<file path="src/rtl/prom_fetch.sv">
// prom_fetch: instruction fetch unit between a CPU and a program ROM.
// Holds the last delivered word (CUR) and one sequentially prefetched word (PF),
// issues at most one outstanding ROM read, and flags a sticky error when the
// ROM fails to answer within TIMEOUT cycles.
//
// Ports:
//   clk, rst       clock; synchronous active-high reset
//   cpu_addr       instruction address requested by the CPU
//   cpu_req        CPU wants the word at cpu_addr this cycle
//   instruction    fetched word (NOP_WORD while instr_valid=0)
//   instr_valid    instruction holds the word for the current cpu_addr
//   mem_req        ROM read request, held until mem_ready
//   mem_addr       ROM read address, stable while mem_req=1
//   mem_ready      ROM accepts the request when mem_req=1
//   mem_rvalid     ROM read data valid
//   mem_rdata      ROM read data
//   fetch_err      sticky ROM timeout flag
module prom_fetch #(
    parameter logic [31:0] NOP_WORD = 32'h0000_0000,
    parameter int unsigned TIMEOUT  = 255
) (
    input  logic        clk,
    input  logic        rst,
    input  logic [15:0] cpu_addr,
    input  logic        cpu_req,
    output logic [31:0] instruction,
    output logic        instr_valid,
    output logic        mem_req,
    output logic [15:0] mem_addr,
    input  logic        mem_ready,
    input  logic        mem_rvalid,
    input  logic [31:0] mem_rdata,
    output logic        fetch_err
);

    localparam int unsigned AW = 16;
    localparam int unsigned DW = 32;
    // Wait counter runs 0..TIMEOUT-1; the last value without a response times out.
    localparam int unsigned CW = (TIMEOUT < 2) ? 1 : $clog2(TIMEOUT);
    localparam logic [CW-1:0] TMO_LAST = CW'(TIMEOUT - 1);

    typedef struct packed {
        logic [AW-1:0] addr;
        logic [DW-1:0] data;
        logic          valid;
    } entry_t;

    typedef enum logic [2:0] {
        IDLE  = 3'd0,
        DREQ  = 3'd1,
        DWAIT = 3'd2,
        PREQ  = 3'd3,
        PWAIT = 3'd4,
        DRAIN = 3'd5
    } state_t;

    state_t        state;
    entry_t        cur;
    entry_t        pf;
    logic [AW-1:0] dem_addr;
    logic [CW-1:0] tmo_cnt;

    logic          hit_cur;
    logic          hit_pf;
    logic          miss;
    logic          new_miss;
    logic          accept;
    logic          in_wait;
    logic          timed_out;
    logic [AW-1:0] cur_next;

    // Lookup of the CPU request against both buffer entries.
    assign hit_cur   = cpu_req && cur.valid && (cur.addr == cpu_addr);
    assign hit_pf    = cpu_req && pf.valid && (pf.addr == cpu_addr) && !hit_cur;
    assign miss      = cpu_req && !hit_cur && !hit_pf;
    // A miss that redirects an in-flight demand fetch to another address.
    assign new_miss  = miss && (cpu_addr != dem_addr);
    assign accept    = mem_req && mem_ready;
    assign in_wait   = (state == DWAIT) || (state == PWAIT) || (state == DRAIN);
    assign timed_out = in_wait && !mem_rvalid && (tmo_cnt == TMO_LAST);
    // 16-bit add wraps FFFF -> 0000.
    assign cur_next  = cur.addr + AW'(1);

    // Fetch FSM, buffers and all registered outputs.
    always_ff @(posedge clk) begin
        if (rst) begin
            state       <= IDLE;
            cur         <= '0;
            pf          <= '0;
            dem_addr    <= '0;
            tmo_cnt     <= '0;
            mem_req     <= 1'b0;
            mem_addr    <= '0;
            instruction <= NOP_WORD;
            instr_valid <= 1'b0;
            fetch_err   <= 1'b0;
        end else if (timed_out) begin
            // ROM stopped answering: abandon everything and flag it.
            state       <= IDLE;
            cur.valid   <= 1'b0;
            pf.valid    <= 1'b0;
            tmo_cnt     <= '0;
            mem_req     <= 1'b0;
            instruction <= NOP_WORD;
            instr_valid <= 1'b0;
            fetch_err   <= 1'b1;
        end else begin
            // CPU side: serve hits immediately, blank the output on a miss.
            if (hit_cur) begin
                instruction <= cur.data;
                instr_valid <= 1'b1;
            end else if (hit_pf) begin
                cur         <= pf;
                pf.valid    <= 1'b0;
                instruction <= pf.data;
                instr_valid <= 1'b1;
            end else if (miss) begin
                instruction <= NOP_WORD;
                instr_valid <= 1'b0;
                pf.valid    <= 1'b0;
            end

            // Response timer spans the whole outstanding request, including DRAIN.
            if (in_wait) begin
                tmo_cnt <= tmo_cnt + CW'(1);
            end else begin
                tmo_cnt <= '0;
            end

            case (state)
                IDLE: begin
                    if (miss) begin
                        dem_addr <= cpu_addr;
                        mem_req  <= 1'b1;
                        mem_addr <= cpu_addr;
                        state    <= DREQ;
                    end else if (cur.valid && !pf.valid) begin
                        mem_req  <= 1'b1;
                        mem_addr <= cur_next;
                        state    <= PREQ;
                    end
                end

                DREQ: begin
                    if (accept) begin
                        mem_req <= 1'b0;
                        if (new_miss) begin
                            // Old address already accepted; its data must be drained.
                            dem_addr <= cpu_addr;
                            state    <= DRAIN;
                        end else begin
                            state <= DWAIT;
                        end
                    end else if (new_miss) begin
                        dem_addr <= cpu_addr;
                        mem_addr <= cpu_addr;
                    end
                end

                DWAIT: begin
                    if (mem_rvalid) begin
                        if (new_miss) begin
                            // Response is for a stale target; go straight to the new one.
                            dem_addr <= cpu_addr;
                            mem_req  <= 1'b1;
                            mem_addr <= cpu_addr;
                            state    <= DREQ;
                        end else begin
                            cur         <= {dem_addr, mem_rdata, 1'b1};
                            instruction <= mem_rdata;
                            instr_valid <= 1'b1;
                            state       <= IDLE;
                        end
                    end else if (new_miss) begin
                        dem_addr <= cpu_addr;
                        state    <= DRAIN;
                    end
                end

                PREQ: begin
                    if (miss) begin
                        dem_addr <= cpu_addr;
                        if (accept) begin
                            // Prefetch accepted on this edge; it must be drained.
                            mem_req <= 1'b0;
                            state   <= DRAIN;
                        end else begin
                            mem_addr <= cpu_addr;
                            state    <= DREQ;
                        end
                    end else if (accept) begin
                        mem_req <= 1'b0;
                        state   <= PWAIT;
                    end
                end

                PWAIT: begin
                    if (miss) begin
                        dem_addr <= cpu_addr;
                        if (mem_rvalid) begin
                            mem_req  <= 1'b1;
                            mem_addr <= cpu_addr;
                            state    <= DREQ;
                        end else begin
                            state <= DRAIN;
                        end
                    end else if (mem_rvalid) begin
                        pf    <= {cur_next, mem_rdata, 1'b1};
                        state <= IDLE;
                    end
                end

                DRAIN: begin
                    if (new_miss) begin
                        dem_addr <= cpu_addr;
                    end
                    if (mem_rvalid) begin
                        mem_req  <= 1'b1;
                        mem_addr <= new_miss ? cpu_addr : dem_addr;
                        state    <= DREQ;
                    end
                end

                default: begin
                    mem_req <= 1'b0;
                    state   <= IDLE;
                end
            endcase
        end
    end

endmodule

</file>
<file path="config.mk">
export PLATFORM = sky130hd
export DESIGN_NAME = prom_fetch
export DESIGN_NICKNAME = d
export VERILOG_FILES = /design/src/rtl/prom_fetch.sv
export SDC_FILE = /design/constraint.sdc
export NUM_CORES = 1
export LEC_CHECK = 0
export ABC_AREA = 1
export BUFFER_PORTS_ARGS = -buffer_cell sky130_fd_sc_hd__buf_4
export CAP_MARGIN = 20
export CORE_AREA = 2 2 212 110
export CTS_CLUSTER_SIZE = 8
export DETAILED_ROUTE_END_ITERATION = 16
export DIE_AREA = 0 0 214 112
export HOLD_SLACK_MARGIN = 0.05
export PLACE_DENSITY_LB_ADDON = 0.08
export SYNTH_ARGS = -nofsm -noshare
export SYNTH_HDL_FRONTEND = slang
export SYNTH_SLANG_ARGS = --single-unit
export TNS_END_PERCENT = 1
</file>
<file path="constraint.sdc">
create_clock -name clk -period 2 [get_ports clk]
set_input_delay 0.4 -clock clk [delete_from_list [all_inputs] [get_ports clk]]
set_output_delay 0.4 -clock clk [all_outputs]
set_load 0.1 [all_outputs]
</file>
==> results by group, run 1 <==
Outcome
  – Status: complete, but fails checks
  – Failing checks: setup timing

Critical path
  – Crit path max-delay family: simple AND/OR/NAND/NOR gates
  – Crit-path max cell delay: about 0.32 ns
  – WS Path Type: reg2reg
  – R2R setup slack: -0.12 ns
  – Worst-path fanout max: 15
  – CP max stage cell: dfxtp_2
  – Worst endpoint required time: 2.35 ns
  – Levels on crit path: 15
  – Worst setup EP type: flip-flop
  – RR Startpoint: cur[34]
  – Reg2Reg Depth: 15
  – Crit path cell chain: buf_4 -> nand2_2 -> o21ai_2 -> nor2_2 -> nand2_1 -> nor2_4 -> nand3_4 -> nand3_4 -> buf_4 -> o21ai_2 -> buf_12 -> a21oi_1 -> nand2_1 -> nor2_1 -> nor2_1
  – Worst Path Buf+Inv: 3
  – CP Launch Type: flip-flop
  – Arrival time worst endpoint: ~2.5 ns
  – Worst r2r dst: mem_addr[4]

Die
  – Initial Util: 44.0%
  – Die Y: 112 um
  – DIE AREA: 0.0240 sq mm
  – Die width: 214 um
  – I/O Pins: about 100
  – FP Rows: 39
  – Core ar.: 0.0222 sq mm

Clocking
  – Reg clk slew, reported paths: approximately 0.07 ns
  – CTS tree: yes
  – Clk buf depth: 2
  – Clock sinks: 176
  – Worst-skew pair later-pin latency: 0.45 ns
  – H-tree depth: 4
  – Number of buffers created by CTS: 17
  – Root Driver: clkbuf_16

Finish
  – Final nets: 1839
  – # fillers: 2102
  – Ant. Diodes: 0
  – Commonest non-fill, non-tap cell in the layout: nand2_1
  – Area Growth Syn to Fin: 37.4%
  – Most frequent cells in the layout: 422 x nand2_1, 298 x buf_4, 164 x dfxtp_1
  – Core Util, Final: 60.5%
  – Fraction of layout cells with a size suffix above 1: 26.9%

Yosys
  – Synth Warn #: 0
  – Netlist area before placement: 0.00977 sq mm
  – Yosys top cell area share: 36.1%
  – Syn avg cell area: 6.43 sq um
  – Yosys top cell by area: dfxtp_1
  – Synth Instances: 1520
  – Synth area leaders: dfxtp_1 36%, nand2_1 17%, nor2_1 6.1%
  – Distinct cells, synth: 40
  – Synth Net Count: 1576
  – FF+latch count, synth: approximately 180
  – Register area share after synthesis: 36.1%

Place
  – Final weighted congestion in routability-driven placement: around 0.94
  – Port buffer count: 103
  – Worst slack after detailed placement: -0.507 ns
  – HPWL Detailed: between 20000 and 25000 um

Hold path
  – Sink of the worst hold path: pf[48]
  – Hold path cells: 2
  – Hold wc startpoint: rst
  – Tightest Hold Check Type: in2reg

Global route
  – Tot GR Track Use: 28.6%
  – First-pass GRT wire length: 53800 um
  – Vias in the first global route: 9597
  – Largest net degree at the start of global routing: 64
  – Total grt overflow: 0
  – Initial antenna violation count: 0

Drt
  – Via-per-instance ratio: 5.20
  – Routed Antenna Nets: 0
  – Metal3 WL: 3170 um
  – Vias: 10930
  – DRT Wirelength: 34700 um
  – Met2 routed WL: approximately 13000 um
  – DR WL/cell: 16.5 um
  – DRC: 0
  – Top Metal Used: met4
  – Initial detailed-routing violation count: between 1000 and 1500
  – First drt pass iteration count: 6
  – DRT met1 WL: 18100 um

Power
  – Worst vdd ir: 1.35 mV
  – Leakage Power: 5.93 nW
  – Power density over cell area: 1060 mW/mm^2

Timing
  – RSZ-0062 raised after global routing: yes
  – Min cycle time layout: 2.12 ns
  – Max transition margin: 72.4%
  – Max-slew violation count: 0
  – Clock Skews: 0.0118 ns
  – Fmax achieved: 0.471 GHz
  – Setup violators final: 113
  – Final hold vios: 0
  – Worst Tran Pin Value: 0.410 ns
  – Period Utilization, post-route: 106%
  – Min setup slack post-route: -0.122 ns

Job
  – Max Cap Viol: 0
repair_timing:
item / CTS / global route
gates cloned: 0 / 1
pin swaps: 10 / 7
setup endpoints to repair: 166 / 168
hold buffers: 0 / 0
setup buffers: 5 / 2
gates resized for setup: 59 / 85
per-stage QoR:
| stage | std cells | area (sq um) | total power (W) | setup TNS [ns] | hold WS (ns) |
|---|---|---|---|---|---|
| after floorplan | 1520 | 9790 | 0.00800 | -0.0174 | 0.441 |
| after global placement | 2063 | 12500 | 0.0103 | -51.63 | 0.450 |
| after detailed placement | 2063 | 12500 | 0.0103 | -58.76 | 0.450 |
| after CTS | 2100 | 13200 | 0.0141 | -8.08 | 0.163 |
| after global routing | 2103 | 13400 | 0.0149 | -26.09 | 0.175 |
| final | 2103 | 13400 | 0.0142 | -3.57 | 0.186 |
worst register-to-register path, delay by kind of cell (launching register included):
kind	cells	cell delay, ns
buf+inv	3	0.43
compound gates	3	0.26
simple gates	9	1.02
flops	1	0.32
synthesized netlist by cell type:
master,n
nand2_2,2
inv_1,124
xnor2_1,7
o21ai_2,1
nor2_2,3
nand3b_1,3
xor2_1,23
nor3_1,5
nor3b_1,3
o21ai_0,116
nand4_4,1
clkbuf_2,2
nand3_4,3
nand2_4,1
clkinv_1,1
nand3_1,91
nor2_1,160
a31oi_1,19
clkbuf_1,38
inv_2,20
nor4_1,2
buf_2,31
ha_1,3
dfxtp_1,176
a211oi_2,1
inv_4,1
a21boi_0,1
or2_2,8
nand3_2,2
buf_1,4
a21oi_1,117
buf_6,5
o211ai_1,57
a41oi_1,1
buf_4,8
nand4_1,14
nand2_1,438
o21ai_1,26
o2111ai_1,1
nor2_4,1
flip-flops by register name, indices dropped and copies added (netlist names):
register     count
tmo_cnt          8
fetch_err        1
state            3
cur             49
mem_req          1
pf              49
mem_addr        16
dem_addr        16
instruction     32
instr_valid      1
cell type report:
| type | count | area, sq um | share of cell area [%] |
|---|---|---|---|
| timing repair buffer | 332 | 2840 | 21.2 |
| inverter | 146 | 559 | 4.17 |
| sequential | 176 | 3540 | 26.4 |
| clock buffer | 19 | 433 | 3.22 |
| tap | 307 | 384 | 2.86 |
| multi-input combinational | 1110 | 5490 | 40.9 |
| clock inverter | 13 | 180 | 1.34 |
where the power goes:
part,internal [W],switching (W)
Combinational,0.00215,0.00419
Sequential,0.00398,0.000305
Clock,0.00200,0.00159
metal layers:
layer / GRT usage (%) / vias up
met5: 0 / -
met4: 6.39 / 0
met3: 5.79 / 27
met2: 37.3 / 456
met1: 46.5 / 4966
li1: - / 5481
kinds of logic after synthesis:
group	Yosys count	synth area share [%]
AOI/OAI and AO/OA	340	19.3
xor gates and xnor gates	30	2.69
adders and majority gates	3	0.384
buffers and inverters	234	10.1
DFF	176	36.1
and+or+nand+nor	737	31.4
worst max-delay path by stage:
stage / from / to / slack [ns]
floorplan: cpu_addr[15] / cur[41] / -0.004
global placement: cpu_addr[1] / mem_addr[15] / -0.50
detailed placement: cpu_addr[1] / mem_addr[15] / -0.51
CTS: cur[34] / mem_addr[5] / -0.12
global route: cur[34] / mem_addr[13] / -0.25
finish: cur[34] / mem_addr[4] / -0.12
Note: power is estimated with default switching activity, not from simulation.
==> inputs of run 2 (changes only) <==
- PLACE_DENSITY: default -> 0.69
- PLACE_DENSITY_LB_ADDON: 0.08 -> default
==> results by group, run 2 (same netlist as run 1, synthesis figures left out) <==
Outcome
  – Status: complete, but fails checks (unchanged)
  – Failing checks: setup timing (unchanged)

Global route
  – Largest net degree at the start of global routing: 56 (was 64)
  – Vias in the first global route: 10257 (was 9597)
  – Tot GR Track Use: 29.7% (was 28.6%)
  – First-pass GRT wire length: 55900 um (was 53800 um)
  – Initial antenna violation count: 0 (unchanged)
  – Total grt overflow: 0 (unchanged)

Drt
  – Vias: 11477 (was 10930)
  – Initial detailed-routing violation count: 1411 (was 1104)
  – DRT Wirelength: 37200 um (was 34700 um)
  – Routed Antenna Nets: 0 (unchanged)
  – Via-per-instance ratio: 5.41 (was 5.20)
  – First drt pass iteration count: 5 (was 6)
  – DRC: 0 (unchanged)
  – DR WL/cell: 17.5 um (was 16.5 um)

Critical path
  – Setup crit start: dem_addr[11] (was cur[34])
  – Worst endpoint required time: 2.35 ns (about the same)
  – Crit-path max cell delay: 0.36 ns (was 0.32 ns)
  – Arrival time worst endpoint: 2.54 ns (was 2.47 ns)
  – Crit-path most repeated cell: nor2_1
  – CP max stage cell: dfxtp_1 (was dfxtp_2)
  – WS Path Type: reg2reg (unchanged)
  – Worst setup EP type: flip-flop (unchanged)
  – Worst-path fanout max: 8 (was 15)
  – CP Launch Type: flip-flop (unchanged)
  – RR Startpoint: dem_addr[11] (was cur[34])
  – Crit path cell chain: xor2_1 -> nor2_1 -> nand2_1 -> nor2_4 -> nand2_2 -> nand4_4 -> buf_6 -> nand2_4 -> nand3_4 -> nor2_4 -> buf_6 -> inv_8 -> nor2_1 -> nor2_1 (was buf_4 -> nand2_2 -> o21ai_2 -> nor2_2 -> nand2_1 -> nor2_4 -> nand3_4 -> nand3_4 -> buf_4 -> o21ai_2 -> buf_12 -> a21oi_1 -> nand2_1 -> nor2_1 -> nor2_1)

Timing
  – Setup violators final: 164 (was 113)
  – Worst Tran Pin Value: 0.482 ns (was 0.410 ns)
  – Setup TNS: -14.57 ns (was -3.57 ns)
  – Clock Skews: 0.0116 ns (was 0.0118 ns)
  – Max-slew violation count: 0 (unchanged)
  – Max transition margin: 67.8% (was 72.4%)
  – Fmax achieved: 0.457 GHz (was 0.471 GHz)
  – Min setup slack post-route: -0.186 ns (was -0.122 ns)
  – RSZ-0062 raised after global routing: yes (unchanged)
  – Period Utilization, post-route: 109% (was 106%)
  – Min cycle time layout: 2.19 ns (was 2.12 ns)
  – Final hold vios: 0 (unchanged)

Clocking
  – Root Driver: clkbuf_16 (unchanged)
  – Worst-skew pair later-pin latency: 0.46 ns (was 0.45 ns)
  – Reg clk slew, reported paths: 0.07 ns (about the same)
  – CTS tree: yes (unchanged)
  – Hold_buf cts: 0 (unchanged)
  – Clock sinks: 176 (unchanged)
  – Clk buf depth: 2 (unchanged)
  – Number of buffers created by CTS: 17 (unchanged)
  – H-tree depth: 4 (unchanged)

Finish
  – Final nets: 1857 (was 1839)
  – Most frequent cells in the layout: 387 x nand2_1, 298 x buf_4, 160 x dfxtp_1 (was 422 x nand2_1, 298 x buf_4, 164 x dfxtp_1)
  – Post-Layout Cell Count: 2121 (was 2103)
  – Commonest non-fill, non-tap cell in the layout: nand2_1 (unchanged)
  – Fraction of layout cells with a size suffix above 1: 31.1% (was 26.9%)
  – Multi-input gate area: 0.00575 sq mm (was 0.00549 sq mm)
  – Reg area: 0.00355 sq mm (was 0.00354 sq mm)
  – Top Registers: cur: 49 flops, pf: 49 flops, instruction: 32 flops (unchanged)
  – Fin area: 0.0140 sq mm (was 0.0134 sq mm)
  – Core Util, Final: 63.2% (was 60.5%)
  – Ant. Diodes: 0 (unchanged)
  – # fillers: 1999 (was 2102)
  – Area Growth Syn to Fin: 43.5% (was 37.4%)

Place
  – Final weighted congestion in routability-driven placement: 1.01 (was 0.945)
  – Placed cell count: 2063 (unchanged)
  – DP Area: 0.0124 sq mm (was 0.0125 sq mm)
  – Port buffer count: 103 (unchanged)
  – HPWL Detailed: 24700 um (was 24500 um)

Hold path
  – Tightest Hold Check Type: in2reg (unchanged)
  – Hold wc startpoint: rst (unchanged)

Power
  – Total Power: 0.0146 W (was 0.0142 W)
  – Worst vdd ir: 1.10 mV (was 1.35 mV)
  – Leakage Power: 6.22 nW (was 5.93 nW)
  – Power density over cell area: 1040 mW/mm^2 (was 1060 mW/mm^2)

Die
  – Core ar.: 0.0222 sq mm (unchanged)
  – DIE AREA: 0.0240 sq mm (unchanged)
  – Initial Util: 44.0% (unchanged)
  – I/O Pins: 104 (unchanged)
  – FP Rows: 39 (unchanged)
  – Die Y: 112 um (unchanged)
  – Die width: 214 um (unchanged)

Job
  – Max Cap Viol: 0 (unchanged)
[run 2: changes by cell type in the layout (fill, tap and decap cells not counted), sizes merged]
cell	before	now
clkinv	5	7
buf	331	346
nand3	96	97
clkinvlp	3	2
inv	148	149
[run 2: timing repair]
item,in CTS,in global routing
cloned,6,3
gates resized for setup,80,178
endpoints found under the setup margin,166,168
setup buffers,8,12
pin swaps,12,41
[run 2: area by class of cell]
type / instances / share of cell area, %
Multi-Input combinational cell: 1111 / 41.0
Sequential cell: 176 / 25.3
Timing Repair Buffer: 348 / 22.2
Inverter: 146 / 4.13
Clock buffer: 18 / 3.13
Tap cell: 307 / 2.74
Clock inverter: 14 / 1.31
Timing Repair inverter: 1 / 0.0803
[run 2: path summary, 6_finish.rpt]
path | to | depth (start not counted) | slack [ns]
min | pf[48] | 2 | 0.19
max | mem_addr[13] | 14 | -0.19
max reg2reg | mem_addr[13] | 14 | -0.19
min reg2reg | fetch_err | 2 | 0.47
[run 2: through the flow]
stage | hold WS (ns) | setup WS (ns)
after floorplan | 0.441 | -0.00384
final | 0.188 | -0.186
after CTS | 0.158 | -0.101
after detailed placement | 0.450 | -0.516
after global placement | 0.444 | -0.529
after global routing | 0.181 | -0.278
[run 2: power by group]
part / total [W] / internal, W / switching (W)
clock: 0.00360 / 0.00202 / 0.00158
sequential: 0.00429 / 0.00398 / 0.000303
combinational: 0.00672 / 0.00228 / 0.00444
total: 0.0146 / 0.00828 / 0.00632
[run 2: per-layer routing]
layer | global-route usage (%) | routed length, um
met5 | 0 | 0
met4 | 7.65 | 503
met2 | 40.3 | 14600
met3 | 7.84 | 4290
met1 | 45.4 | 17800
[run 2: worst max-delay path: cells and delay by family (launching register included)]
kind,cells,cell delay [ns]
flops,1,0.36
buf+inv,3,0.43
xor+xnor,1,0.17
simple gates,10,1.11
==> inputs of run 3 (changes only) <==
- RECOVER_POWER: default -> 100
==> results by group, run 3 (same netlist as run 1, synthesis figures left out) <==
Outcome
  – Status: complete, but fails checks (unchanged)
  – Failing checks: setup timing (unchanged)

Clocking
  – Reg clk slew, reported paths: 0.07 ns (about the same)
  – Root Driver: clkbuf_16 (unchanged)
  – Hold_buf cts: 0 (unchanged)
  – H-tree depth: 4 (unchanged)
  – Number of buffers created by CTS: 17 (unchanged)
  – Worst-skew pair later-pin latency: 0.46 ns (about the same)
  – Clock sinks: 176 (unchanged)
  – CTS tree: yes (unchanged)
  – Clk buf depth: 2 (unchanged)

Critical path
  – Crit path max-delay family: simple AND/OR/NAND/NOR gates (unchanged)
  – Worst-path fanout max: 8 (unchanged)
  – CP max stage cell: dfxtp_4 (was dfxtp_1)
  – WS Path Type: reg2reg (unchanged)
  – Worst endpoint required time: 2.35 ns (about the same)
  – CP Launch Type: flip-flop (unchanged)
  – Levels on crit path: 15 (was 14)
  – Crit path cell chain: inv_2 -> o21ai_2 -> nor2_1 -> nand2_1 -> nor2_4 -> nand3_4 -> nand4_4 -> buf_6 -> nand2_4 -> nand3_4 -> nor2_4 -> buf_6 -> inv_8 -> nor2_1 -> nor2_1 (was xor2_1 -> nor2_1 -> nand2_1 -> nor2_4 -> nand2_2 -> nand4_4 -> buf_6 -> nand2_4 -> nand3_4 -> nor2_4 -> buf_6 -> inv_8 -> nor2_1 -> nor2_1)
  – Arrival time worst endpoint: 2.54 ns (about the same)
  – Reg2Reg Depth: 15 (was 14)
  – RR Startpoint: cur[33] (was dem_addr[11])
  – Crit-path max cell delay: 0.39 ns (was 0.36 ns)
  – Worst Path Buf+Inv: 4 (was 3)
  – Crit-path most repeated cell: nor2_1 (unchanged)
  – Setup crit start: cur[33] (was dem_addr[11])
  – Worst setup EP type: flip-flop (unchanged)

Drt
  – DRC: 0 (unchanged)
  – Vias: 11430 (was 11477)
  – Routed Antenna Nets: 0 (unchanged)
  – DRT Wirelength: 37300 um (was 37200 um)
  – Via-per-instance ratio: 5.39 (was 5.41)
  – First drt pass iteration count: 6 (was 5)
  – DR WL/cell: 17.6 um (was 17.5 um)
  – Initial detailed-routing violation count: 1346 (was 1411)

Die
  – Die width: 214 um (unchanged)
  – Core ar.: 0.0222 sq mm (unchanged)
  – FP Rows: 39 (unchanged)
  – DIE AREA: 0.0240 sq mm (unchanged)
  – Initial Util: 44.0% (unchanged)
  – Die Y: 112 um (unchanged)
  – I/O Pins: 104 (unchanged)

Hold path
  – Hold wc startpoint: rst (unchanged)
  – Hold path cells: 2 (unchanged)
  – Tightest Hold Check Type: in2reg (unchanged)

Finish
  – Most frequent cells in the layout: 387 x nand2_1, 247 x buf_4, 160 x dfxtp_1 (was 387 x nand2_1, 298 x buf_4, 160 x dfxtp_1)
  – Final nets: 1857 (unchanged)
  – Fin area: 0.0139 sq mm (was 0.0140 sq mm)
  – Area Growth Syn to Fin: 42.2% (was 43.5%)
  – Reg area: 0.00355 sq mm (unchanged)
  – Commonest non-fill, non-tap cell in the layout: nand2_1 (unchanged)
  – # fillers: 2036 (was 1999)
  – Top Registers: cur: 49 flops, pf: 49 flops, instruction: 32 flops (unchanged)
  – Multi-input gate area: 0.00575 sq mm (about the same)
  – Ant. Diodes: 0 (unchanged)
  – Fraction of layout cells with a size suffix above 1: 31.0% (was 31.1%)

Timing
  – Max transition margin: 61.1% (was 67.8%)
  – Clock Skews: 0.0112 ns (was 0.0116 ns)
  – Hold WS: 0.184 ns (was 0.188 ns)
  – Fmax achieved: 0.457 GHz (about the same)
  – Setup TNS: -15.16 ns (was -14.57 ns)
  – Final hold vios: 0 (unchanged)
  – Worst Tran Pin Value: 0.586 ns (was 0.482 ns)
  – Period Utilization, post-route: 109% (about the same)
  – Min setup slack post-route: -0.188 ns (was -0.186 ns)
  – Setup violators final: 166 (was 164)
  – RSZ-0062 raised after global routing: yes (unchanged)
  – Min cycle time layout: 2.19 ns (about the same)
  – Max-slew violation count: 0 (unchanged)

Job
  – Max Cap Viol: 0 (unchanged)

Place
  – Final weighted congestion in routability-driven placement: 1.01 (unchanged)
  – Worst slack after detailed placement: -0.516 ns (unchanged)
  – Port buffer count: 103 (unchanged)
  – DP Area: 0.0124 sq mm (unchanged)
  – HPWL Detailed: 24700 um (unchanged)

Global route
  – Vias in the first global route: 10257 (unchanged)
  – Tot GR Track Use: 29.7% (unchanged)
  – Total grt overflow: 0 (unchanged)
  – Largest net degree at the start of global routing: 56 (unchanged)
  – Initial antenna violation count: 0 (unchanged)
  – First-pass GRT wire length: 55900 um (unchanged)

Power
  – Total Power: 0.0145 W (was 0.0146 W)
  – Leakage Power: 6.18 nW (was 6.22 nW)
  – Power density over cell area: 1040 mW/mm^2 (about the same)
  – Worst vdd ir: 1.07 mV (was 1.10 mV)
==> run 3: cell count changes in the layout (fill, tap and decap cells not counted) <==
cell / previous run / this run
buf_4: 298 / 247
nor2_1: 140 / 141
clkbuf_2: 0 / 51
nor2_2: 18 / 17
==> run 3: final cells by class <==
type                            count  share of cell area, %
Inverter                          146                   4.17
Sequential cell                   176                   25.6
Timing Repair Buffer              348                   21.5
Clock inverter                     14                   1.32
Timing Repair inverter              1                 0.0811
Multi-Input combinational cell   1111                   41.4
Tap cell                          307                   2.77
Clock buffer                       18                   3.16
==> run 3: final timing paths <==
path / slack [ns] / end
setup / recovery: -0.19 / mem_addr[13]
hold / removal: 0.18 / pf[48]
setup reg to reg: -0.19 / mem_addr[13]
hold reg to reg: 0.47 / fetch_err
==> run 3: power breakdown <==
group / switching, W / internal (W)
Sequential: 0.000300 / 0.00398
Clock: 0.00158 / 0.00202
Combinational: 0.00443 / 0.00216
==> run 3: per-layer routing <==
layer | global-route usage, % | share of wire, % | vias to the layer above
met5 | 0 | 0 | -
met2 | 40.3 | 39 | 583
met4 | 7.65 | 1.4 | 0
li1 | - | - | 5529
met1 | 45.4 | 48 | 5269
met3 | 7.84 | 12 | 49
==> run 3: timing repair <==
item / CTS / global route
endpoints found under the setup margin: 166 / 168
endpoints found under the hold margin: 0 / 0
buffers inserted: 8 / 12
resized for setup: 80 / 178
cloned: 6 / 3
pin swaps: 12 / 41
==> run 3: metrics by stage <==
stage | util, % | cells
after detailed placement | 55.9 | 2063
after global routing | 62.6 | 2121
after CTS | 60.5 | 2109
final | 62.6 | 2121
after floorplan | - | 1520
after global placement | 55.9 | 2063
